==> config.mk <==
export PLATFORM = sky130hd
export DESIGN_NAME = dcache_wb
export DESIGN_NICKNAME = d
export VERILOG_FILES = /design/src/rtl/dcache_wb.sv
export SDC_FILE = /design/constraint.sdc
export NUM_CORES = 2
export LEC_CHECK = 0
export CAP_MARGIN = 0
export CORE_AREA = 2 2 372 374
export DETAILED_ROUTE_END_ITERATION = 8
export DIE_AREA = 0 0 374 376
export SETUP_SLACK_MARGIN = 0.5
export SLEW_MARGIN = 40
export SYNTH_ARGS = -nofsm -noshare
export SYNTH_HDL_FRONTEND = slang
export SYNTH_SLANG_ARGS = --single-unit
==> constraint.sdc <==
create_clock -name clk -period 6.1 [get_ports clk]
set_input_delay 1.22 -clock clk [delete_from_list [all_inputs] [get_ports clk]]
set_output_delay 1.22 -clock clk [all_outputs]
set_load 0.05 [all_outputs]
==> src/rtl/dcache_wb.sv <==
// Direct-mapped write-back data cache draining a store buffer one word at a time.
// Misses write back a dirty victim, fill the line from memory, then perform the pending store.
module dcache_wb #(
    parameter int DATA_BITS    = 32,
    parameter int ADDRESS_BITS = 32,
    parameter int LINE_BITS    = 128,
    parameter int SETS         = 4,
    parameter int SET_IDX_BITS = 2
) (
    input  logic                    clk,
    input  logic                    rst,
    input  logic                    wMemReq,
    input  logic [ADDRESS_BITS-1:0] wAddrMem,
    input  logic [DATA_BITS-1:0]    wDataMem,
    output logic                    wMemAck,
    output logic                    memReq,
    output logic                    memWrite,
    output logic [ADDRESS_BITS-1:0] memAddr,
    output logic [LINE_BITS-1:0]    memWData,
    input  logic [LINE_BITS-1:0]    memRData,
    input  logic                    memAck
);

    localparam int LINE_BYTE_BITS = $clog2(LINE_BITS / 8);
    localparam int WORD_BYTE_BITS = $clog2(DATA_BITS / 8);
    localparam int WORD_SEL_BITS  = $clog2(LINE_BITS / DATA_BITS);
    localparam int TAG_BITS       = ADDRESS_BITS - SET_IDX_BITS - LINE_BYTE_BITS;

    typedef enum logic [1:0] {IDLE, EVICT, FILL, WRITE} state_t;

    state_t                    state_q, state_d;
    logic [ADDRESS_BITS-1:0]   miss_addr_q, miss_addr_d;

    logic [SETS-1:0]           valid_vec;
    logic [SETS-1:0]           dirty_vec;
    logic [TAG_BITS-1:0]       tag_vec  [SETS];
    logic [LINE_BITS-1:0]      line_vec [SETS];

    logic [TAG_BITS-1:0]       req_tag;
    logic [SET_IDX_BITS-1:0]   req_idx;
    logic [WORD_SEL_BITS-1:0]  req_word;
    logic [TAG_BITS-1:0]       miss_tag;
    logic [SET_IDX_BITS-1:0]   miss_idx;
    logic                      hit;
    logic                      write_match;
    logic                      fill_done;
    logic                      evict_done;
    logic                      unused_byte_offset;

    assign req_tag   = wAddrMem[ADDRESS_BITS-1 -: TAG_BITS];
    assign req_idx   = wAddrMem[LINE_BYTE_BITS +: SET_IDX_BITS];
    assign req_word  = wAddrMem[WORD_BYTE_BITS +: WORD_SEL_BITS];
    assign miss_tag  = miss_addr_q[ADDRESS_BITS-1 -: TAG_BITS];
    assign miss_idx  = miss_addr_q[LINE_BYTE_BITS +: SET_IDX_BITS];

    // Stores are word granular; the byte offset carries no information.
    assign unused_byte_offset = ^wAddrMem[WORD_BYTE_BITS-1:0];

    assign hit = wMemReq && valid_vec[req_idx] && (tag_vec[req_idx] == req_tag);
    assign write_match = wMemReq &&
        (wAddrMem[ADDRESS_BITS-1:LINE_BYTE_BITS] == miss_addr_q[ADDRESS_BITS-1:LINE_BYTE_BITS]);

    // State register
    always_ff @(posedge clk) begin
        if (rst) begin
            state_q     <= IDLE;
            miss_addr_q <= '0;
        end else begin
            state_q     <= state_d;
            miss_addr_q <= miss_addr_d;
        end
    end

    // Next-state logic
    always_comb begin
        state_d     = state_q;
        miss_addr_d = miss_addr_q;
        case (state_q)
            IDLE: begin
                if (wMemReq && !hit) begin
                    miss_addr_d = {wAddrMem[ADDRESS_BITS-1:LINE_BYTE_BITS], {LINE_BYTE_BITS{1'b0}}};
                    state_d     = (valid_vec[req_idx] && dirty_vec[req_idx]) ? EVICT : FILL;
                end
            end
            EVICT: begin
                if (memAck) begin
                    state_d = FILL;
                end
            end
            FILL: begin
                if (memAck) begin
                    state_d = WRITE;
                end
            end
            WRITE: begin
                state_d = IDLE;
            end
            default: begin
                state_d = IDLE;
            end
        endcase
    end

    // Output logic; reset silences every handshake in the same cycle.
    always_comb begin
        wMemAck    = 1'b0;
        memReq     = 1'b0;
        memWrite   = 1'b0;
        memAddr    = miss_addr_q;
        memWData   = line_vec[miss_idx];
        fill_done  = 1'b0;
        evict_done = 1'b0;
        if (!rst) begin
            case (state_q)
                IDLE: begin
                    wMemAck = hit;
                end
                EVICT: begin
                    memReq     = 1'b1;
                    memWrite   = 1'b1;
                    memAddr    = {tag_vec[miss_idx], miss_idx, {LINE_BYTE_BITS{1'b0}}};
                    evict_done = memAck;
                end
                FILL: begin
                    memReq    = 1'b1;
                    fill_done = memAck;
                end
                WRITE: begin
                    wMemAck = write_match;
                end
                default: begin
                    wMemAck = 1'b0;
                end
            endcase
        end
    end

    // Per-set storage. The store always targets the request's own set, both on a
    // hit and in WRITE (where the request index equals the latched miss index).
    for (genvar gi = 0; gi < SETS; gi++) begin : g_set
        logic                 valid_q, valid_d;
        logic                 dirty_q, dirty_d;
        logic [TAG_BITS-1:0]  tag_q, tag_d;
        logic [LINE_BITS-1:0] line_q, line_d;
        logic                 sel_miss;
        logic                 sel_req;

        assign sel_miss = (miss_idx == SET_IDX_BITS'(gi));
        assign sel_req  = (req_idx == SET_IDX_BITS'(gi));

        always_comb begin
            valid_d = valid_q;
            dirty_d = dirty_q;
            tag_d   = tag_q;
            line_d  = line_q;
            if (evict_done && sel_miss) begin
                dirty_d = 1'b0;
            end
            if (fill_done && sel_miss) begin
                valid_d = 1'b1;
                dirty_d = 1'b0;
                tag_d   = miss_tag;
                line_d  = memRData;
            end
            if (wMemAck && sel_req) begin
                dirty_d = 1'b1;
                line_d[req_word*DATA_BITS +: DATA_BITS] = wDataMem;
            end
        end

        always_ff @(posedge clk) begin
            tag_q  <= tag_d;
            line_q <= line_d;
            if (rst) begin
                valid_q <= 1'b0;
                dirty_q <= 1'b0;
            end else begin
                valid_q <= valid_d;
                dirty_q <= dirty_d;
            end
        end

        assign valid_vec[gi] = valid_q;
        assign dirty_vec[gi] = dirty_q;
        assign tag_vec[gi]   = tag_q;
        assign line_vec[gi]  = line_q;
    end

endmodule

# --- Yosys cells after proc, flatten, opt, wreduce, memory -nomap -nowiden ---
# Cells that the tools add are included.
classes:
  add_sub_neg: 1
  n_mul: 0
  n_div: 0
  n_lt_le_gt_ge: 3
  n_eq_ne: 14
  shift: 2
  muxes: 54
  bitwise: 2
  n_reduce_logical: 28
op_table:
  columns: ["operator", "count"]
  rows:
  - ["128-bit 2-to-1 mux", 10]
  - ["128-bit bitwise mux", 4]
  - ["128-bit binary-select mux with 2-bit select", 1]
  - ["32-bit by 34-bit variable shift with 128-bit output, first input constant", 1]
  - ["32-bit by 34-bit variable part select with 128-bit output", 1]
  - ["26-bit binary-select mux with 2-bit select", 2]
  - ["26-bit 2-to-1 mux", 4]
  - ["32-bit 2-to-1 mux", 2]
  - ["7-bit negation with 34-bit output", 1]
  - ["28-bit == test", 1]
  - ["26-bit == test", 1]
  - ["1-bit 2-to-1 mux", 23]
  - ["1-bit logical AND", 17]
  - ["2-bit == test, second input constant", 6]
  - ["3-bit nonzero test", 4]
  - ["2-bit 2-to-1 mux", 4]
  - ["2-bit case mux with 4 select lines", 1]
  - ["2-bit by 1-bit == test with 1-bit output, second input constant", 3]
  - ["3-bit greater-or-equal comparator, second input constant", 2]
  - ["2-bit logical NOT", 3]
  - ["2-bit != test, second input constant", 3]
  - ["2-bit NOT with 3-bit output", 2]
  - ["1-bit binary-select mux with 2-bit select", 2]
  - ["2-bit by 3-bit less-than comparator with 1-bit output, second input constant", 1]
  - ["other kinds (5)", 5]
totals:
  regBits: 654
  latch_bits: 0
  ramBits: 0
  rom_bits: 0
  inputBits: 196
  wordCells: 122
  memories: 0

# --- Logic depth before layout (Yosys ltp) ---
depth:
  ltp_word: 10
  ltp_mapped: 14
  ltp_nobuf: 10

# --- Worst setup path before layout ---
# No wires, ideal clock.
synth_path:
  kind: "input to output"
  startpoint: "input wAddrMem[4]"
  endpoint: "output wMemAck"
  arrival_time_ps: 3501
  path_slack_ps: 1379
  cell_stages: 8
  path_cell_list: "buf_6 -> mux4_2 -> nor2b_1 -> a211o_1 -> or4_1 -> nor4_4 -> nand3_1 -> nand2_1"
synth_between:
  elab_chain_len: 8
  word_cells_on_any_way: 13
  classes_between: "eq/ne (2); mux (7); bitwise (1); reduce/logical (3)"
synth_lines:
  columns: ["item", "line_no", "source"]
  rows:
  - ["start: declaration", "13", "input logic [ADDRESS_BITS-1:0] wAddrMem,"]
  - ["2-bit NOT with 3-bit output (not written as such)", "59", "assign hit = wMemReq && valid_vec[req_idx] && (tag_vec[req_idx] == req_tag);"]
  - ["26-bit binary-select mux with 2-bit select", "59", null]
  - ["26-bit 2-to-1 mux (not written as such) (2 in a row)", "59", null]
  - ["26-bit == test", "59", null]
  - ["1-bit logical AND", "59", null]
  - ["1-bit case mux with 2 select lines *", "114", "case (state_q)"]
  - ["1-bit 2-to-1 mux *", "113", "if (!rst) begin"]
  - ["end: declaration", "15", "output logic wMemAck,"]
# Every way passes the cells marked *; elsewhere a longest branch is shown, timed or not. The select of a mux whose other input is x is not followed.

# --- Worst setup path in the final report ---
# Ends and elaborated chain as after synthesis.

==> flow_metrics.py <==
metrics = {
    "status": {
        "status": "finished, final reports clean",
    },
    "setup_path": {
        "critPathLaunchType": "input port",
        "critical_path_class": "input port to primary output",
        "cp_data_required_time_ps": 4880,
        "reg2reg_slack_ps": 2440,
        "arrival_ps": 4090,
        "crit_fanout": 14,
        "critPathCaptureType": "primary output",
    },
    "detailed_routing": {
        "route.vias.total": 26400,
        "top_layer_used": "met5",
        "first_pass_iters": 5,
        "met1Wirelength_um": 55100,
        "routed-wl-met2_um": 56800,
        "first_iter_violations": 2391,
        "viasPerCell": 5.14,
        "drc": 0,
        "wl_per_cell_um": 24.6,
        "antenna_left": 0,
        "wl_met3_um": 10600,
        "wl_um": 126000,
    },
    "timing": {
        "fin_crit_ps": 5310,
        "fin_crit_sh_pct": 87.0,
        "max-slew-margin-rel_pct": 35.4,
        "fmax_mhz": 188,
        "finalSetupViolations": 0,
        "finalSetupTns_ps": 0,
        "drv_slew": 0,
        "rsz0062_at_grt": "no",
        "skew_ps": 30.6,
        "final_hold_viol_count": 0,
        "worst_pin_slew_ps": 969,
    },
    "floorplan": {
        "ios": 359,
        "die_area_um2": 141000,
        "die_y_um": 376,
        "initial_core_util_pct": 24.8,
        "num_rows": 136,
        "die_w_um": 374,
        "core_area_um2": 137000,
    },
    "clocking": {
        "cts.repair.resized": 0,
        "numClockSinks": 654,
        "cts-root-buf": "clkbuf_16",
        "postCtsSetupBuffers": 0,
        "worstSkewPairLatency_ps": 680,
        "htree_levels": 3,
        "clk_pin_slew_ps": 60,
        "clockBufferDepth": 3,
        "numCtsBuffers": 81,
        "cts_tree": "done",
        "holdBufCountCts": 0,
    },
    "cells_and_area": {
        "area_delta_synth_final_pct": 23.0,
        "multiInputGateArea_um2": 17600,
        "regArea_um2": 14100,
        "layout-drive-gt1-share_pct": 19.6,
        "post-route-util_pct": 30.5,
        "fillers": 13900,
        "nets": 3462,
    },
    "global_route": {
        "grt_max_degree": 129,
        "antenna_found_initial": 27,
        "track_usage_pct": 17.5,
        "overflow": 0,
        "first_global_vias": 26100,
        "grt_pass1_wl_um": 183000,
    },
    "yosys": {
        "async_reset_ff_share_pct": 0,
        "ys_types": 65,
        "synth-seq-cells": 654,
        "synth_ff_type": "dfxtp_1",
        "yosysSeqAreaShare_pct": 41.7,
        "synth_warnings": 0,
        "synth-edff-count": 104,
        "netlist_instances": 3073,
        "netlist_area_um2": 33900,
        "syn_avg_cell_area_um2": 11.0,
    },
    "worst_hold_path": {
        "hp-class": "flop to flop",
    },
    "power": {
        "leakage_nw": 12.8,
        "ir_worst_vdd_mv": 0.338,
        "power.density_nw_per_um2": 447,
    },
    "flow_run": {
        "max-cap-violations": 0,
    },
    "place": {
        "io_buffers": 352,
        "gp_congestion": 0.851,
        "hpwl_um": 78400,
    },
}
layer usage:
layer | up-vias | GRT usage, %
met5 | - | 0
li1 | 11800 | -
met3 | 193 | 4.30
met4 | 32 | 5.42
met1 | 13200 | 23.8
met2 | 1070 | 27.1
state kept, by name, indices dropped and copies added (netlist names):
name           flops
g_set.line_q     512
g_set.tag_q      104
miss_addr_q       28
g_set.dirty_q      4
g_set.valid_q      4
state_q            2
cell usage after synthesis, types with 4 or more instances:
library cell | instances | area, um^2
a211oi_1 | 4 | 30.0
a21o_1 | 5 | 37.5
a21oi_1 | 9 | 45.0
a41oi_1 | 7 | 61.3
buf_1 | 27 | 101
buf_2 | 103 | 515
buf_4 | 54 | 405
buf_6 | 27 | 304
buf_8 | 31 | 465
clkbuf_1 | 99 | 372
dfxtp_1 | 550 | 11000
edfxtp_1 | 104 | 3120
ha_1 | 8 | 100
inv_1 | 12 | 45.0
mux2_2 | 30 | 338
mux2i_1 | 566 | 5670
mux4_2 | 166 | 3740
nand2_1 | 33 | 124
nand3_1 | 455 | 2280
nand3_2 | 67 | 671
nand4_1 | 10 | 62.6
nor2_1 | 47 | 176
nor2b_1 | 18 | 113
nor3_1 | 13 | 65.1
nor4b_1 | 4 | 35.0
o21ai_0 | 55 | 275
o21ai_1 | 363 | 1820
o21ai_2 | 97 | 850
o22ai_1 | 4 | 25.0
o32ai_4 | 4 | 110
xnor2_1 | 39 | 342
xor2_1 | 11 | 96.3
final timing paths:
kind	depth (start not counted)	from	endpoint
worst max-delay path	10	wAddrMem[4]	wMemAck
worst min-delay path	2	g_set[1].dirty_q$_SDFFE_PP0P_	g_set[1].dirty_q$_SDFFE_PP0P_
worst max register to register	10	g_set[3].tag_q[18]$_DFFE_PP_	g_set[2].line_q[86]$_DFF_P_
worst min register to register	2	g_set[1].dirty_q$_SDFFE_PP0P_	g_set[1].dirty_q$_SDFFE_PP0P_
area by class of cell:
class | instances | share of cell area, %
Tap cell | 1794 | 5.39
Timing Repair Buffer | 446 | 11.4
Clock inverter | 35 | 1.14
Clock buffer | 114 | 5.55
Multi-Input combinational cell | 2061 | 42.3
Inverter | 14 | 0.144
Sequential cell | 654 | 34.0
Antenna cell | 13 | 0.0781
kinds of logic after synthesis:
logic type / share of synthesized area, %
AO/OA/AOI/OAI: 10.1
XOR/XNOR: 1.29
adder cells (fa/ha/maj): 0.296
buffers and inverters: 6.77
flip-flops: 41.7
multiplexers: 28.9
other: 0.0111
AND/OR/NAND/NOR: 10.9
cell usage in the layout (no fill, tap or decap), types with 5 or more instances in the layout:
master           instances
ha_1                     8
clkbuf_1                18
buf_2                   23
inv_1                   12
o21ai_2                 97
o21ai_0                 55
dfxtp_1                548
nand3_1                455
mux2_2                  30
clkinvlp_4               5
bufinv_16                7
diode_2                 13
clkbuf_16               82
xor2_1                  11
clkbuf_8                14
nor2_1                  47
nor3_1                   7
clkdlybuf4s50_1        328
nor2b_4                 13
nand4_1                 10
mux4_2                 166
clkinv_2                11
buf_12                  52
o21ai_1                363
a21o_1                   5
a21oi_1                  9
mux2i_1                566
buf_4                   42
nand2_1                 33
nor3_2                   6
edfxtp_1               104
xnor2_1                 39
nand3_2                 67
a41oi_1                  7
metrics by stage:
stage	instance area (um^2)	setup WS (ps)	hold WS, ps	instances	total power [W]
after floorplan	33900	1380	436	3076	0.0114
after global placement	38900	775	453	4968	0.0135
after detailed placement	38800	760	450	4969	0.0136
after CTS	41600	758	458	5118	0.0188
after global routing	41600	651	477	5118	0.0195
final	41600	790	457	5131	0.0186
where the power goes:
group / leakage [nW] / total [W] / internal [W] / switching [W]
Combinational: 5.98 / 0.00702 / 0.00288 / 0.00413
Clock: 1.35 / 0.00503 / 0.00298 / 0.00206
Sequential: 5.49 / 0.00658 / 0.00583 / 0.000741
worst max-delay path, cell delays in order:
cell     delay [ps]
buf_2           410
buf_4           260
mux4_2          530
nor2b_1         170
a211o_1         230
or4_1           560
nor4_4          200
nand3_1         160
nand2_1         190
buf_12          160
Note: power is estimated with default switching activity, not from simulation.
